[config.mk]
export PLATFORM = sky130hd
export DESIGN_NAME = iir_cfg_ctrl
export DESIGN_NICKNAME = d
export VERILOG_FILES = /design/src/rtl/iir_cfg_pkg.sv /design/src/rtl/iir_cfg_ctrl_coef_bank.sv /design/src/rtl/iir_cfg_ctrl.sv
export SDC_FILE = /design/constraint.sdc
export NUM_CORES = 1
export LEC_CHECK = 0
export CAP_MARGIN = 20
export CORE_MARGIN = 2
export CORE_UTILIZATION = 50
export CTS_BUF_LIST = sky130_fd_sc_hd__clkbuf_8
export CTS_CLUSTER_DIAMETER = 150
export DETAILED_ROUTE_END_ITERATION = 6
export PLACE_DENSITY_LB_ADDON = 0.05
export RECOVER_POWER = 100
export SYNTH_ARGS = -nofsm -noshare
export SYNTH_HDL_FRONTEND = slang
export SYNTH_HIERARCHICAL = 1
export SYNTH_SLANG_ARGS = --single-unit
[constraint.sdc]
create_clock -name clk -period 2 [get_ports clk]
set_clock_uncertainty 0.2 [all_clocks]
set_input_delay 0.2 -clock clk [delete_from_list [all_inputs] [get_ports clk]]
set_output_delay 0.2 -clock clk [all_outputs]
set_load 0.03 [all_outputs]
[src/rtl/iir_cfg_pkg.sv]
// Shared types and constants for the IIR coefficient/sample controller.
package iir_cfg_pkg;

   // Controller phases: waiting for first config, running, draining, swapping
   typedef enum logic [1:0] {
      UNCFG = 2'd0,
      RUN   = 2'd1,
      DRAIN = 2'd2,
      SWAP  = 2'd3
   } state_t;

   localparam int NCOEF = 6;

   // Coefficient addresses on the configuration port
   localparam logic [2:0] ADDR_C0 = 3'd0;
   localparam logic [2:0] ADDR_C1 = 3'd1;
   localparam logic [2:0] ADDR_C2 = 3'd2;
   localparam logic [2:0] ADDR_B0 = 3'd3;
   localparam logic [2:0] ADDR_B1 = 3'd4;
   localparam logic [2:0] ADDR_B2 = 3'd5;

   // True for addresses that map onto a coefficient slot
   function automatic logic addr_valid(input logic [2:0] addr);
      return addr < 3'(NCOEF);
   endfunction

endpackage

[src/rtl/iir_cfg_ctrl_coef_bank.sv]
// Shadow + active coefficient registers. Writes land in the shadow copy;
// the swap strobe copies every shadow slot into the active copy at once.
module coef_bank
   import iir_cfg_pkg::*;
#(
   parameter int W = 9
) (
   input  logic               clk,
   input  logic               rst_n,
   input  logic               we,
   input  logic [2:0]         addr,
   input  logic [W-1:0]       data,
   input  logic               swap,
   output logic [NCOEF*W-1:0] coef_flat
);

   for (genvar gi = 0; gi < NCOEF; gi++) begin : g_coef
      logic [W-1:0] shadow_reg;
      logic [W-1:0] active_reg;

      // Per-slot shadow write and atomic shadow->active copy on swap
      always_ff @(posedge clk or negedge rst_n) begin
         if (!rst_n) begin
            shadow_reg <= '0;
            active_reg <= '0;
         end else begin
            if (we && (addr == 3'(gi)))
               shadow_reg <= data;
            if (swap)
               active_reg <= shadow_reg;
         end
      end

      assign coef_flat[gi*W +: W] = active_reg;
   end

endmodule

[src/rtl/iir_cfg_ctrl.sv]
// Controller between the sample source and the IIR datapath: forwards samples,
// tracks samples in flight and swaps coefficient sets only once the filter is empty.
module iir_cfg_ctrl
   import iir_cfg_pkg::*;
#(
   parameter int W    = 9,
   parameter int OUTW = 4
) (
   input  logic         clk,
   input  logic         rst_n,
   input  logic         cfg_we,
   input  logic [2:0]   cfg_addr,
   input  logic [W-1:0] cfg_data,
   input  logic         cfg_commit,
   output logic         cfg_busy,
   output logic         cfg_err,
   input  logic [W-1:0] din_up,
   input  logic         vin_up,
   output logic         rdy_up,
   output logic [W-1:0] din,
   output logic         vin,
   input  logic         vout,
   output logic [W-1:0] c0,
   output logic [W-1:0] c1,
   output logic [W-1:0] c2,
   output logic [W-1:0] b0,
   output logic [W-1:0] b1,
   output logic [W-1:0] b2
);

   localparam logic [OUTW-1:0] OUT_MAX = '1;

   state_t              state_reg;
   logic                busy_reg;
   logic                err_reg;
   logic                vin_reg;
   logic [W-1:0]        din_reg;
   logic [OUTW-1:0]     outst_reg;
   logic                xfer;
   logic                drain_done;
   logic                swap;
   logic [NCOEF*W-1:0]  coef_flat;

   // Input is accepted only while running and not in the cycle a commit arrives
   assign rdy_up     = (state_reg == RUN) & ~cfg_commit;
   assign xfer       = vin_up & rdy_up;
   // Filter is empty: nothing outstanding and nothing entering this cycle
   assign drain_done = (outst_reg == '0) & ~vin_reg;
   assign swap       = (state_reg == SWAP);

   // Commit sequencing: stall, drain, swap, resume; busy is registered with the state
   always_ff @(posedge clk or negedge rst_n) begin
      if (!rst_n) begin
         state_reg <= UNCFG;
         busy_reg  <= 1'b0;
      end else begin
         case (state_reg)
            UNCFG, RUN: begin
               if (cfg_commit) begin
                  state_reg <= DRAIN;
                  busy_reg  <= 1'b1;
               end
            end
            DRAIN: begin
               if (drain_done)
                  state_reg <= SWAP;
            end
            SWAP: begin
               state_reg <= RUN;
               busy_reg  <= 1'b0;
            end
            default: begin
               state_reg <= UNCFG;
               busy_reg  <= 1'b0;
            end
         endcase
      end
   end

   // One-cycle forwarding register; data held when nothing is transferred
   always_ff @(posedge clk or negedge rst_n) begin
      if (!rst_n) begin
         vin_reg <= 1'b0;
         din_reg <= '0;
      end else begin
         vin_reg <= xfer;
         if (xfer)
            din_reg <= din_up;
      end
   end

   // In-flight counter with saturation/underflow protection and sticky error flag
   always_ff @(posedge clk or negedge rst_n) begin
      if (!rst_n) begin
         outst_reg <= '0;
         err_reg   <= 1'b0;
      end else begin
         if (vin_reg && !vout) begin
            if (outst_reg == OUT_MAX)
               err_reg <= 1'b1;
            else
               outst_reg <= outst_reg + 1'b1;
         end else if (vout && !vin_reg) begin
            if (outst_reg == '0)
               err_reg <= 1'b1;
            else
               outst_reg <= outst_reg - 1'b1;
         end
         if (cfg_we && !addr_valid(cfg_addr))
            err_reg <= 1'b1;
      end
   end

   coef_bank #(.W(W)) u_coef_bank (
      .clk       (clk),
      .rst_n     (rst_n),
      .we        (cfg_we),
      .addr      (cfg_addr),
      .data      (cfg_data),
      .swap      (swap),
      .coef_flat (coef_flat)
   );

   assign c0       = coef_flat[int'(ADDR_C0)*W +: W];
   assign c1       = coef_flat[int'(ADDR_C1)*W +: W];
   assign c2       = coef_flat[int'(ADDR_C2)*W +: W];
   assign b0       = coef_flat[int'(ADDR_B0)*W +: W];
   assign b1       = coef_flat[int'(ADDR_B1)*W +: W];
   assign b2       = coef_flat[int'(ADDR_B2)*W +: W];
   assign vin      = vin_reg;
   assign din      = din_reg;
   assign cfg_busy = busy_reg;
   assign cfg_err  = err_reg;

endmodule

==> results.py <==
metrics = {
    "run_status": {
        "status": "completed",
    },
    "detailed_routing": {
        "vias_per_cell": 5.09,
        "wl_per_cell_um": 16.6,
        "drt-initial-drc-count": 75,
        "detail_route.wirelength_mm": 9.42,
        "antenna_left": 0,
        "vias": 2882,
        "first_pass_iters": 4,
        "post-route-drc-count": 0,
    },
    "floorplan": {
        "io-pin-count": 94,
        "fp.dieArea_um2": 10600,
        "core-area_um2": 9640,
        "die_width_um": 103,
        "initial_utilization": 0.509,
        "die_span_y_um": 103,
        "floorplan.rows": 36,
    },
    "sta": {
        "timing.setup.tns_ns": 0,
        "min_period_over_period": 0.955,
        "final_worst_setup_slack_ns": 0.0891,
        "hold_ws_ns": 0.174,
        "max_freq_mhz": 523,
        "max-slew-margin-rel": 0.528,
        "post-route-min-period_ns": 1.91,
        "tightest_slew_ns": 0.708,
        "unrepaired_setup_endpoints_after_global_routing": "no",
        "slew_viol_final": 0,
        "finalHoldViolations": 0,
        "setup_viol": 0,
    },
    "clock_tree": {
        "h_tree_levels": 4,
        "clock_latency_ns": 0.41,
        "cts-root-to-sink-buffers": 2,
        "cts.root.buffer_cell": "clkbuf_8",
        "tritoncts": "built",
        "clock_sink_count": 126,
        "cts_buffers": 17,
        "clkTransAtPathRegs_ns": 0.08,
    },
    "synth": {
        "synth_area_per_cell_um2": 16.3,
        "seq_area_frac_synth": 0.643,
        "postSynthRegisterBits": 126,
        "synth_async_sr_flop_share": 1.00,
        "mappedNetlistArea_um2": 4900,
        "post_synth_inst_count": 301,
        "yosys.cell_types.count": 30,
        "synth.net_count": 332,
        "ys.warnings.count": 6,
        "edff_count_synth": 0,
        "synth_flop_cell": "dfrtp_1",
    },
    "worst_hold_path": {
        "class_of_the_tightest_hold_or_removal_check": "in -> async",
    },
    "power_and_ir_drop": {
        "power_per_cell_area_nw_per_um2": 1610,
        "static-leakage-power_nw": 2.81,
        "power_w": 0.0105,
        "ir_worst_vdd_mv": 0.878,
    },
    "critical_path": {
        "rrSetupSlack_ns": 0.13,
        "worstSetupEndpointType": "output port",
        "critical_setup_path_kind": "reg -> out",
        "crit_fanout": 2,
        "cp_data_required_time_ns": 1.60,
        "worst_path_max_delay_cell": "dlygate4sd3_1",
        "crit_chain": "dlygate4sd3_1",
        "timing.critical_path.max_delay_family": "buffers and inverters",
        "critPathArrivalTime_ns": 1.51,
        "critical_path.max_stage_delay_ns": 0.74,
        "cp_num_buf_inv": 1,
        "critical_path.startpoint_type": "flip-flop",
    },
    "placement": {
        "placement.io_buffers": 93,
        "dp_worst_setup_slack_ns": -0.159,
        "place.gp.congestion": 0.742,
        "numPlacedInstances": 533,
        "detailed_place_hpwl_mm": 6.35,
    },
    "layout": {
        "final_cell_count_no_fill": 566,
        "diodes": 0,
        "layout-area-overhead-vs-synth_pct": 33.1,
        "drive_gt1_frac": 0.388,
        "num-nets-final": 451,
    },
    "global_route": {
        "number_of_antenna_violations_at_the_first_check_in_global_routing": 0,
        "grt.overflow.total": 0,
        "grt_pass1_wl_mm": 15.2,
        "grt_pass1_vias": 2945,
        "gr-usage-all-layers": 0.195,
        "grt_max_degree": 55,
    },
    "job": {
        "drv_cap": 0,
    },
}
## cell usage in the layout, fill, tap and decap left out, types with 4 or more instances in the layout
cell / n
buf_4: 4
bufinv_16: 4
xnor2_1: 4
dlygate4sd3_1: 34
inv_1: 7
clkbuf_8: 20
dfrtp_1: 125
mux2_2: 116
clkbuf_1: 7
clkdlybuf4s50_1: 58
## layout make-up
class,instances,area (um2)
clock inverters,12,183
fillers,747,3110
flip-flops and latches,126,3150
well taps,133,166
clock buffers,20,275
repair buffers,112,1070
inverters,7,26.3
multi-input cells,156,1650
## final timing paths
check / start / endpoint / cells after the start
max: u_coef_bank/g_coef[5].active_reg[6] / b2[6] / 1
min: rst_n / u_coef_bank/g_coef[2].active_reg[8] / 2
max reg2reg: vin / outst_reg[3] / 8
min reg2reg: cfg_err / cfg_err / 2
max in group asynchronous: rst_n / u_coef_bank/g_coef[3].active_reg[6] / 3
min in group clk: din_up[7] / din[7] / 2
## logic make-up (layout without fill, tap and decap cells)
group / Yosys count / in the layout / share of synthesized area
adder cells (fa/ha/maj): 4 / 4 / 0.0102
buffers and inverters: 19 / 151 / 0.0191
multiplexers: 120 / 120 / 0.277
XOR/XNOR: 4 / 4 / 0.00714
AND/OR/NAND/NOR: 17 / 17 / 0.0281
flip-flops: 126 / 126 / 0.643
AO/OA/AOI/OAI: 11 / 11 / 0.0156
## cell usage after synthesis, types with 2 or more instances
| cell | number | share of area |
|---|---|---|
| a21oi_1 | 3 | 0.0031 |
| and2_1 | 2 | 0.0026 |
| buf_2 | 8 | 0.0082 |
| dfrtp_1 | 126 | 0.64 |
| ha_1 | 4 | 0.010 |
| inv_1 | 7 | 0.0054 |
| mux2_2 | 117 | 0.27 |
| mux2_4 | 2 | 0.0061 |
| nand2_1 | 3 | 0.0023 |
| nand4b_1 | 2 | 0.0036 |
| nor4bb_1 | 3 | 0.0061 |
| o21ai_0 | 3 | 0.0031 |
| xnor2_1 | 4 | 0.0071 |
## per-stage QoR
| step | cell area [um2] | util |
|---|---|---|
| floorplan | 4910 | - |
| global placement | 6180 | 0.641 |
| detailed placement | 6180 | 0.641 |
| CTS | 6650 | 0.690 |
| global route | 6530 | 0.677 |
| finish | 6530 | 0.677 |
## per-layer routing
layer,global-route usage,vias up,part of all wire
met5,0,-,0
met4,0.0577,0,0.0053
met3,0.0610,4,0.040
met2,0.299,62,0.48
met1,0.270,1496,0.47
li1,-,1320,-
## power breakdown
part           leakage (nW)  internal (W)  switching [W]  total (W)
logic                  1.07       0.00193        0.00209    0.00402
registers              1.52       0.00348       0.000527    0.00401
clock network         0.222       0.00147       0.000998    0.00247
total                  2.81       0.00688        0.00362     0.0105
## repair_timing
item | 4_1_cts | 5_1_grt
setup buffers | 0 | 0
pin swaps | 0 | 0
endpoints found under the hold margin | 126 | 0
gates cloned | 0 | 0
hold buffers | 1 | 0
endpoints found under the setup margin | 1 | 1
resized for setup | 1 | 1
(Power assumes the default switching activity.)
